### src/rtl/connect4_pkg.sv
// Shared Connect-Four types: cell encoding, drop FSM states,
// default board size and flat cell index helper.
package connect4_pkg;

  localparam int FILAS_DEF    = 6;
  localparam int COLUMNAS_DEF = 7;

  typedef enum logic [1:0] {
    VACIA    = 2'b00,
    ROJA     = 2'b01,
    AMARILLA = 2'b10
  } celda_t;

  typedef enum logic [2:0] {
    IDLE,
    VALIDAR,
    CAER,
    ESCRIBIR,
    FIN
  } estado_colocador_t;

  function automatic int idx_celda(
    input int r,
    input int c,
    input int ncol = COLUMNAS_DEF
  );
    return r * ncol + c;
  endfunction

endpackage

### src/rtl/temporizador_caida.sv
// Dwell counter for the falling-piece animation: fin pulses
// every CICLOS clocks while clr is low.
module temporizador_caida #(
  parameter int CICLOS = 4
) (
  input  logic clk,
  input  logic reset,
  input  logic clr,
  output logic fin
);

  localparam int CW = (CICLOS > 1) ? $clog2(CICLOS) : 1;

  logic [CW-1:0] cnt;

  assign fin = (cnt == CW'(CICLOS - 1));

  always_ff @(posedge clk or negedge reset) begin
    if (!reset) begin
      cnt <= '0;
    end else if (clr || fin) begin
      cnt <= '0;
    end else begin
      cnt <= cnt + 1'b1;
    end
  end

endmodule

### src/rtl/colocador_ficha.sv
// Connect-Four piece-drop stage: validates a column, lets the piece fall
// to the lowest free row and writes it. Animation: COLOCADOR_ANIMACION_EN.
module colocador_ficha
  import connect4_pkg::*;
#(
  parameter int FILAS    = FILAS_DEF,
  parameter int COLUMNAS = COLUMNAS_DEF
`ifdef COLOCADOR_ANIMACION_EN
  , parameter int CAIDA_CICLOS = 4
`endif
) (
  input  logic       clk,
  input  logic       reset,
  input  logic       reiniciar,
  input  logic       habilitado,
  input  logic       soltar,
  input  logic [2:0] col_sel,
  input  logic       is_red,
  output logic       ocupado,
  output logic       ficha_colocada,
  output logic       jugada_invalida,
  output logic [2:0] fila_colocada,
  output logic [2:0] col_colocada,
  output logic       tablero_lleno,
`ifdef COLOCADOR_ANIMACION_EN
  output logic       ficha_cayendo,
  output logic [2:0] fila_caida,
  output logic [2:0] col_caida,
`endif
  output logic [FILAS*COLUMNAS*2-1:0] tablero
);

  localparam logic [2:0] ULT_FILA = 3'(FILAS - 1);

  estado_colocador_t estado, estado_sig;

  celda_t     celdas [FILAS][COLUMNAS];
  logic [2:0] fila_q;
  logic [2:0] col_q;
  logic       rojo_q;
  logic       columna_llena;
  logic       toca_fondo;
  logic       paso;
  logic       inv_d;
  logic       inv_p1;
  logic       todas_llenas;

  assign columna_llena = (int'(col_q) >= COLUMNAS)
                      || (celdas[0][col_q] != VACIA);

  assign toca_fondo = (fila_q == ULT_FILA)
                   || (celdas[fila_q + 3'd1][col_q] != VACIA);

`ifdef COLOCADOR_ANIMACION_EN
  temporizador_caida #(
    .CICLOS(CAIDA_CICLOS)
  ) u_temporizador (
    .clk  (clk),
    .reset(reset),
    .clr  (estado != CAER),
    .fin  (paso)
  );

  assign ficha_cayendo = (estado == CAER);
  assign fila_caida    = fila_q;
  assign col_caida     = col_q;
`else
  assign paso = 1'b1;
`endif

  always_ff @(posedge clk or negedge reset) begin
    if (!reset) begin
      estado <= IDLE;
    end else begin
      estado <= estado_sig;
    end
  end

  always_comb begin
    estado_sig = estado;
    unique case (estado)
      IDLE:     if (soltar && habilitado) estado_sig = VALIDAR;
      VALIDAR:  estado_sig = columna_llena ? IDLE : CAER;
      CAER:     if (toca_fondo) estado_sig = ESCRIBIR;
      ESCRIBIR: estado_sig = FIN;
      FIN:      estado_sig = IDLE;
      default:  estado_sig = IDLE;
    endcase
    if (reiniciar) estado_sig = IDLE;
  end

  always_comb begin
    ocupado        = (estado != IDLE);
    ficha_colocada = (estado == FIN) && !reiniciar;
    inv_d          = (estado == VALIDAR) && columna_llena && !reiniciar;
  end

  always_comb begin
    todas_llenas = 1'b1;
    for (int c = 0; c < COLUMNAS; c++) begin
      if (celdas[0][c] == VACIA) todas_llenas = 1'b0;
    end
  end

  // invalid pulse is delayed one extra stage to land two cycles after soltar
  always_ff @(posedge clk or negedge reset) begin
    if (!reset) begin
      fila_q          <= '0;
      col_q           <= '0;
      rojo_q          <= 1'b0;
      fila_colocada   <= '0;
      col_colocada    <= '0;
      inv_p1          <= 1'b0;
      jugada_invalida <= 1'b0;
      tablero_lleno   <= 1'b0;
      for (int r = 0; r < FILAS; r++)
        for (int c = 0; c < COLUMNAS; c++)
          celdas[r][c] <= VACIA;
    end else if (reiniciar) begin
      fila_q          <= '0;
      fila_colocada   <= '0;
      col_colocada    <= '0;
      inv_p1          <= 1'b0;
      jugada_invalida <= 1'b0;
      tablero_lleno   <= 1'b0;
      for (int r = 0; r < FILAS; r++)
        for (int c = 0; c < COLUMNAS; c++)
          celdas[r][c] <= VACIA;
    end else begin
      inv_p1          <= inv_d;
      jugada_invalida <= inv_p1;
      tablero_lleno   <= todas_llenas;
      unique case (estado)
        IDLE: begin
          if (soltar && habilitado) begin
            col_q  <= col_sel;
            rojo_q <= is_red;
          end
        end
        VALIDAR: fila_q <= '0;
        CAER: begin
          if (!toca_fondo && paso) fila_q <= fila_q + 3'd1;
        end
        ESCRIBIR: begin
          celdas[fila_q][col_q] <= rojo_q ? ROJA : AMARILLA;
          fila_colocada         <= fila_q;
          col_colocada          <= col_q;
        end
        default: ;
      endcase
    end
  end

  for (genvar r = 0; r < FILAS; r++) begin : g_fila
    for (genvar c = 0; c < COLUMNAS; c++) begin : g_col
      localparam int I = idx_celda(r, c, COLUMNAS);
      assign tablero[2*I +: 2] = celdas[r][c];
    end
  end

endmodule

### config.mk
export PLATFORM = sky130hd
export DESIGN_NAME = colocador_ficha
export DESIGN_NICKNAME = d
export VERILOG_FILES = /design/src/rtl/connect4_pkg.sv /design/src/rtl/temporizador_caida.sv /design/src/rtl/colocador_ficha.sv
export SDC_FILE = /design/constraint.sdc
export NUM_CORES = 1
export LEC_CHECK = 0
export ABC_AREA = 1
export CAP_MARGIN = 20
export CORE_MARGIN = 4
export CORE_UTILIZATION = 68
export DETAILED_ROUTE_END_ITERATION = 10
export DONT_BUFFER_PORTS = 1
export PLACE_DENSITY = 0.84
export SYNTH_ARGS = -nofsm -noshare
export SYNTH_HDL_FRONTEND = slang
export SYNTH_HIERARCHICAL = 1
export SYNTH_SLANG_ARGS = --single-unit
### constraint.sdc
create_clock -name clk -period 5.3 [get_ports clk]
set_clock_uncertainty 0.15 [all_clocks]
set_input_delay 1.325 -clock clk [delete_from_list [all_inputs] [get_ports clk]]
set_output_delay 1.325 -clock clk [all_outputs]
set_load 0.03 [all_outputs]
==> run_results.csv, run 1 <==
group,metric,value,unit
routing,wl_met1,5704,um
floorplan,fp.dieArea,8911,um2
logic_synthesis,netlist_area,5076,um2
run,cap_violations,0,
clocking,cts_buffers,9,
clocking,cts_num_sinks,103,
logic_synthesis,netlist.area_leader.share,0.5078,
hold_path,min_from,"inv_p1$_DFF_PN0_",
sta,fin_crit,3229,ps
status,outcome,"completed",
sta,fmax,0.3097,GHz
clocking,clk_pin_slew_worst_paths,100,ps
grt,overflow,0,
routing,wl_met2,6415,um
critical_path,reg2reg_from,"fila_q[0]$_DFFE_PN0P_",
critical_path,critPathMaxStageDelay,430,ps
power,vdd_ir_drop_max,0.0002001,V
logic_synthesis,yosys_register_bits,103,
critical_path,critPathRequiredTime,3830,ps
grt,antenna_found_initial,0,
grt,grt_pass1_vias,4398,
sta,relSlewSlack,0.3434,
floorplan,fp.dieW,94.40,um
hold_path,min_path_type,"reg -> reg",
logic_synthesis,ys.flop_type,"dfrtp_1",
clocking,postCtsHoldBufs,0,
routing,highest_layer,"met4",
finish,antenna_cells,0,
power,p_leak,2.432,nW
critical_path,critPathArrivalTime,1750,ps
logic_synthesis,syn_area_per_cell,7.691,um2
floorplan,initial_core_util,0.6998,
logic_synthesis,synth.most_common_cell,"nand2_1",
sta,worst_pin_slew,979.5,ps
logic_synthesis,synth.area.top_cells,"dfrtp_1, nand2_1, o21ai_0",
sta,setup_violations,0,
sta,rsz0062_at_grt,"no",
sta,period_share,0.6093,
routing,ant_nets,0,
placed_design,numPortBuffers,0,
clocking,clock_latency,370,ps
critical_path,rrSetupSlack,2330,ps
routing,drt-wirelength-per-cell,19.30,um
routing,vias,4679,
grt,grt_max_degree,104,
logic_synthesis,synth_cell_type_count,28,
power,powerDensity,312.6,nW/um2
floorplan,core-area,7253,um2
logic_synthesis,yosysSeqAreaShare,0.5078,
routing,wl_met3,2004,um
critical_path,path_buf_inv,0,
finish,syn2layout_area_growth,4.856,%
placed_design,place_area,5115,um2
critical_path,crit_family,"simple AND/OR/NAND/NOR gates",
critical_path,cp-startpoint,"reiniciar",
critical_path,crit_fanout,43,
grt,grt_pass1_wl,22710,um
placed_design,gp_congestion,0.9962,
floorplan,die_h,94.40,um
logic_synthesis,yosysWarnings,6,
floorplan,core.rowCount,31,
grt,grtUsageTotal,0.3400,
finish,post-route-util,0.7338,
finish,stdcell_area,5323,um2
routing,viasPerCell,6.206,
clocking,cts_resized,0,
logic_synthesis,async_reset_ff_frac,1.000,
sta,hold_viol,0,
finish,drive_above_1_share,0.05191,
critical_path,crit_path_cell_trace,"nor2_1",
floorplan,io_pins,103,
sta,slew_violations,0,
logic_synthesis,synth_nets,671,
clocking,clock_path_buffers,2,
logic_synthesis,synth_top_area_cell,"dfrtp_1",
finish,final_nets,661,
routing,finalWirelength,14550,um
routing,drt_iter0_drc,410,
critical_path,cpMaxStageDelayCell,"nor2_1",
logic_synthesis,netlist_instances,660,
clocking,root_buffer,"clkbuf_8",
routing,dr.pass1.iters,6,
placed_design,hpwl,10220,um
clocking,cts_tree,"yes",
logic_synthesis,synth-edff-count,0,
logic_synthesis,synth_commonest_cells,"nand2_1, o21ai_0, dfrtp_1",
clocking,postCtsSetupBuffers,0,
clocking,htreeDepth,3,
critical_path,worst-setup-path-type,"in -> out",
sta,finalSetupTns,0,ps
critical_path,end_kind,"output port",
critical_path,critical_path.startpoint_type,"primary input",
routing,drc,0,
## sequential cells by signal (all words and copies together) (netlist names)
signal	flops
jugada_invalida	1
inv_p1	1
tablero	84
col_colocada	3
rojo_q	1
fila_q	3
tablero_lleno	1
estado	3
fila_colocada	3
col_q	3
## power breakdown
part / internal, mW / switching, mW
sequential: 0.807 / 0.0279
clock: 0.233 / 0.279
combinational: 0.0707 / 0.246
total: 1.11 / 0.553
## per-layer routing
layer  track usage  vias to the layer above
met1        0.4716                     2221
met4        0.1685                        0
met3        0.1124                       37
met5             0                        -
met2        0.4817                      313
li1              -                     2108
## through the flow
stage | hold WS, ps | setup slack, ps | cells | power, mW
2_1_floorplan | 284.0 | 1548 | 660 | 1.071
3_3_place_gp | 312.7 | 2063 | 738 | 1.149
3_5_place_dp | 327.8 | 2066 | 738 | 1.157
4_1_cts | 340.7 | 2067 | 754 | 1.652
5_1_grt | 375.2 | 2050 | 754 | 1.729
6_report | 337.1 | 2071 | 754 | 1.664
## cell type report
| cell class | count | area [um2] |
|---|---|---|
| Sequential cell | 103 | 2577 |
| Multi-Input combinational cell | 462 | 2125 |
| Fill cell | 566 | 1931 |
| Inverter | 71 | 266.5 |
| Clock buffer | 10 | 137.6 |
| Tap cell | 99 | 123.9 |
| Clock inverter | 6 | 70.07 |
| Timing Repair Buffer | 3 | 22.52 |
## worst paths after layout
check / end / cells after the start
max reg2reg: fila_q[0]$_DFFE_PN0P_ / 14
min: jugada_invalida$_DFF_PN0_ / 2
min reg2reg: jugada_invalida$_DFF_PN0_ / 2
max in group asynchronous: tablero[47]$_DFFE_PN0P_ / 0
min in group asynchronous: tablero[51]$_DFFE_PN0P_ / 0
max: ficha_colocada / 1
## cells in the final DEF, fill, tap and decap left out, types with 2 or more instances in the layout
master / synthesis / final
nand2_1: 189 / 189
o21ai_0: 106 / 106
dfrtp_1: 103 / 103
inv_1: 68 / 68
nor2_1: 64 / 64
nand3_1: 42 / 42
a21oi_1: 24 / 24
o22ai_1: 10 / 10
clkbuf_8: 0 / 10
nor3_1: 5 / 4
a31oi_1: 4 / 4
nor3_2: 2 / 3
inv_2: 3 / 3
nor2_2: 3 / 3
clkinvlp_4: 0 / 3
buf_4: 2 / 3
nor3_4: 2 / 2
nand3b_1: 2 / 2
ha_1: 2 / 2
clkinv_4: 0 / 2
## logic make-up (layout without fill, tap and decap cells)
group	after synthesis	after routing	share of synthesized area
and+or+nand+nor	314	314	0.2603
AOI/OAI and AO/OA	145	145	0.1469
DFF	103	103	0.5078
buffers and inverters	95	90	0.07469
adders and majority gates	2	2	0.004929
xor gates and xnor gates	1	1	0.005423
No activity file was read; power rests on OpenSTA's default activity.
==> inputs of run 2 (changes only) <==
Settings changed: CORE_UTILIZATION 68 to 63, PLACE_DENSITY 0.84 to 0.79.
Clock period 5.3 ns to 3.3 ns, I/O delays scaled along.
==> run_results.csv, run 2 (synthesis gave the netlist of run 1 again) <==
group,metric,value,unit
power,p_leak,2.469,nW
critical_path,end_kind,"flip-flop",
finish,layout_commonest_cell,"nand2_1",
clocking,cts_buffers,9,
placed_design,hpwl,10400,um
clocking,clock_latency,370,ps
clocking,cts_tree,"yes",
power,vdd_ir_drop_max,0.0003928,V
finish,stdcell_area,5368,um2
sta,hold_viol,55,
routing,drt-wirelength-per-cell,19.41,um
placed_design,place_area,5144,um2
finish,final_cell_mix,"nand2_1, o21ai_0, dfrtp_1",
sta,relSlewSlack,0.4427,
sta,period_share,0.7888,
floorplan,core-area,7767,um2
critical_path,critPathRequiredTime,3410,ps
critical_path,crit_fanout,9,
grt,grtUsageTotal,0.3128,
status,violations,"hold timing",
run,cap_violations,0,
finish,syn2layout_area_growth,5.743,%
routing,viasPerCell,6.097,
routing,vias,4640,
power,seqPwrFrac,0.487,
floorplan,fp.dieW,97.76,um
grt,grt_pass1_wl,23780,um
floorplan,core.rowCount,32,
power,p_switching,0.9105,mW
sta,slew_violations,0,
critical_path,critPathArrivalTime,2720,ps
routing,dr.pass1.iters,5,
grt,overflow,0,
hold_path,min_path_type,"in -> async",
floorplan,io_pins,103,
power,power_frac_comb,0.185,
finish,finalNonFillerCells,761,
clocking,root_buffer,"clkbuf_8",
clocking,postCtsSetupBuffers,0,
grt,grt_pass1_vias,4542,
grt,grt_max_degree,104,
clocking,clk_pin_slew_worst_paths,110,ps
clocking,htreeDepth,3,
sta,layout_setup_ws,697.0,ps
critical_path,critPathMaxStageDelay,510,ps
power,p_clk_frac,0.328,
routing,finalWirelength,14770,um
sta,whs,-17.92,ps
floorplan,fp.dieArea,9557,um2
clocking,clock_path_buffers,2,
floorplan,initial_core_util,0.6535,
floorplan,die_h,97.76,um
routing,ant_nets,0,
sta,setup_violations,0,
critical_path,crit_family,"simple AND/OR/NAND/NOR gates",
finish,antenna_cells,0,
critical_path,cpMostUsedCell,"nand2_1",
routing,drc,0,
placed_design,dp.cells,745,
status,outcome,"complete, but fails checks",
critical_path,worst-setup-path-type,"reg -> reg",
sta,finalSetupTns,0,ps
placed_design,pre_cts_ws,731.8,ps
sta,fmax,0.3842,GHz
power,powerDensity,513.5,nW/um2
placed_design,numPortBuffers,0,
power,netSwitchingFraction,0.3304,
finish,largest_reg_flops,84,
critical_path,cpMaxStageDelayCell,"ha_1",
finish,final_nets,665,
sta,fin_crit,2603,ps
finish,fillers,636,
sta,rsz0062_at_grt,"no",
placed_design,gp_congestion,0.9685,
finish,multiInputGateArea,2120,um2
critical_path,crit_path_cell_trace,"inv_1, ha_1, inv_1, nor2_4, nand2_1, nand2_1, nand2_1, nand2_1, nor2_1, nand2_1, nand2_1, nand2_1, nand2_1",
critical_path,path_buf_inv,2,
clocking,cts_num_sinks,103,
power,internal_power,1.846,mW
finish,seqCellArea,2577,um2
critical_path,critical_path.startpoint_type,"flip-flop",
routing,drt_iter0_drc,340,
grt,antenna_found_initial,0,
finish,drive_above_1_share,0.05615,
sta,worst_pin_slew,835.0,ps
==> run 2: cell types whose count changed in the layout (fill, tap and decap cells not counted), moves of 2 or more <==
cell / change
buf_4: +4
clkinvlp_4: -3
inv_6: +4
clkinv_4: -2
==> run 2: per-layer routing <==
metal	vias to the layer above	GRT usage	share of wire
met5	-	0	0
met4	0	0.1054	0.019
met3	29	0.1043	0.11
met2	261	0.4913	0.48
met1	2229	0.4120	0.39
li1	2121	-	-
==> run 2: power by group through the flow <==
| stage | Sequential [mW] | Combinational (mW) | Clock (mW) |
|---|---|---|---|
| after floorplan | 1.36 | 0.363 | 0 |
| after global placement | 1.36 | 0.493 | 0 |
| after detailed placement | 1.37 | 0.495 | 0 |
| after CTS | 1.34 | 0.498 | 0.902 |
| after global routing | 1.35 | 0.559 | 0.969 |
| final | 1.34 | 0.510 | 0.905 |
==> run 2: worst paths after layout <==
check / from / to / slack, ps / depth (start not counted)
hold reg to reg: inv_p1$_DFF_PN0_ / jugada_invalida$_DFF_PN0_ / 330 / 2
setup reg to reg: fila_q[1]$_DFFE_PN0P_ / fila_q[0]$_DFFE_PN0P_ / 700 / 13
max in group asynchronous: reset / tablero[13]$_DFFE_PN0P_ / 2870 / 0
setup / recovery: fila_q[1]$_DFFE_PN0P_ / fila_q[0]$_DFFE_PN0P_ / 700 / 13
hold / removal: reset / tablero[50]$_DFFE_PN0P_ / -20 / 0
min in group clk: inv_p1$_DFF_PN0_ / jugada_invalida$_DFF_PN0_ / 330 / 2
==> run 2: per-stage QoR <==
step                total power [mW]  utilization
floorplan                      1.721            -
global placement               1.857       0.6622
detailed placement             1.860       0.6622
CTS                            2.740       0.6910
global route                   2.876       0.6910
finish                         2.756       0.6910
==> run 2: layout make-up <==
cell class / count / share of cell area
repair buffers: 7 / 0.009790
flip-flops and latches: 103 / 0.4802
multi-input cells: 462 / 0.3949
well taps: 102 / 0.02378
inverters: 71 / 0.04965
clock inverters: 7 / 0.01865
clock buffers: 9 / 0.02308
==> run 2: what timing repair did <==
item                                   4_1_cts  5_1_grt
endpoints found under the hold margin      103      103
resized for setup                            0        0
setup endpoints to repair                    0        0
==> run 2: worst reg2reg max path, delay by kind of cell (launching register included) <==
| kind | cells | cell delay [ps] |
|---|---|---|
| simple gates | 10 | 910 |
| buf+inv | 2 | 410 |
| flops | 1 | 500 |
| fa+ha+maj | 1 | 510 |
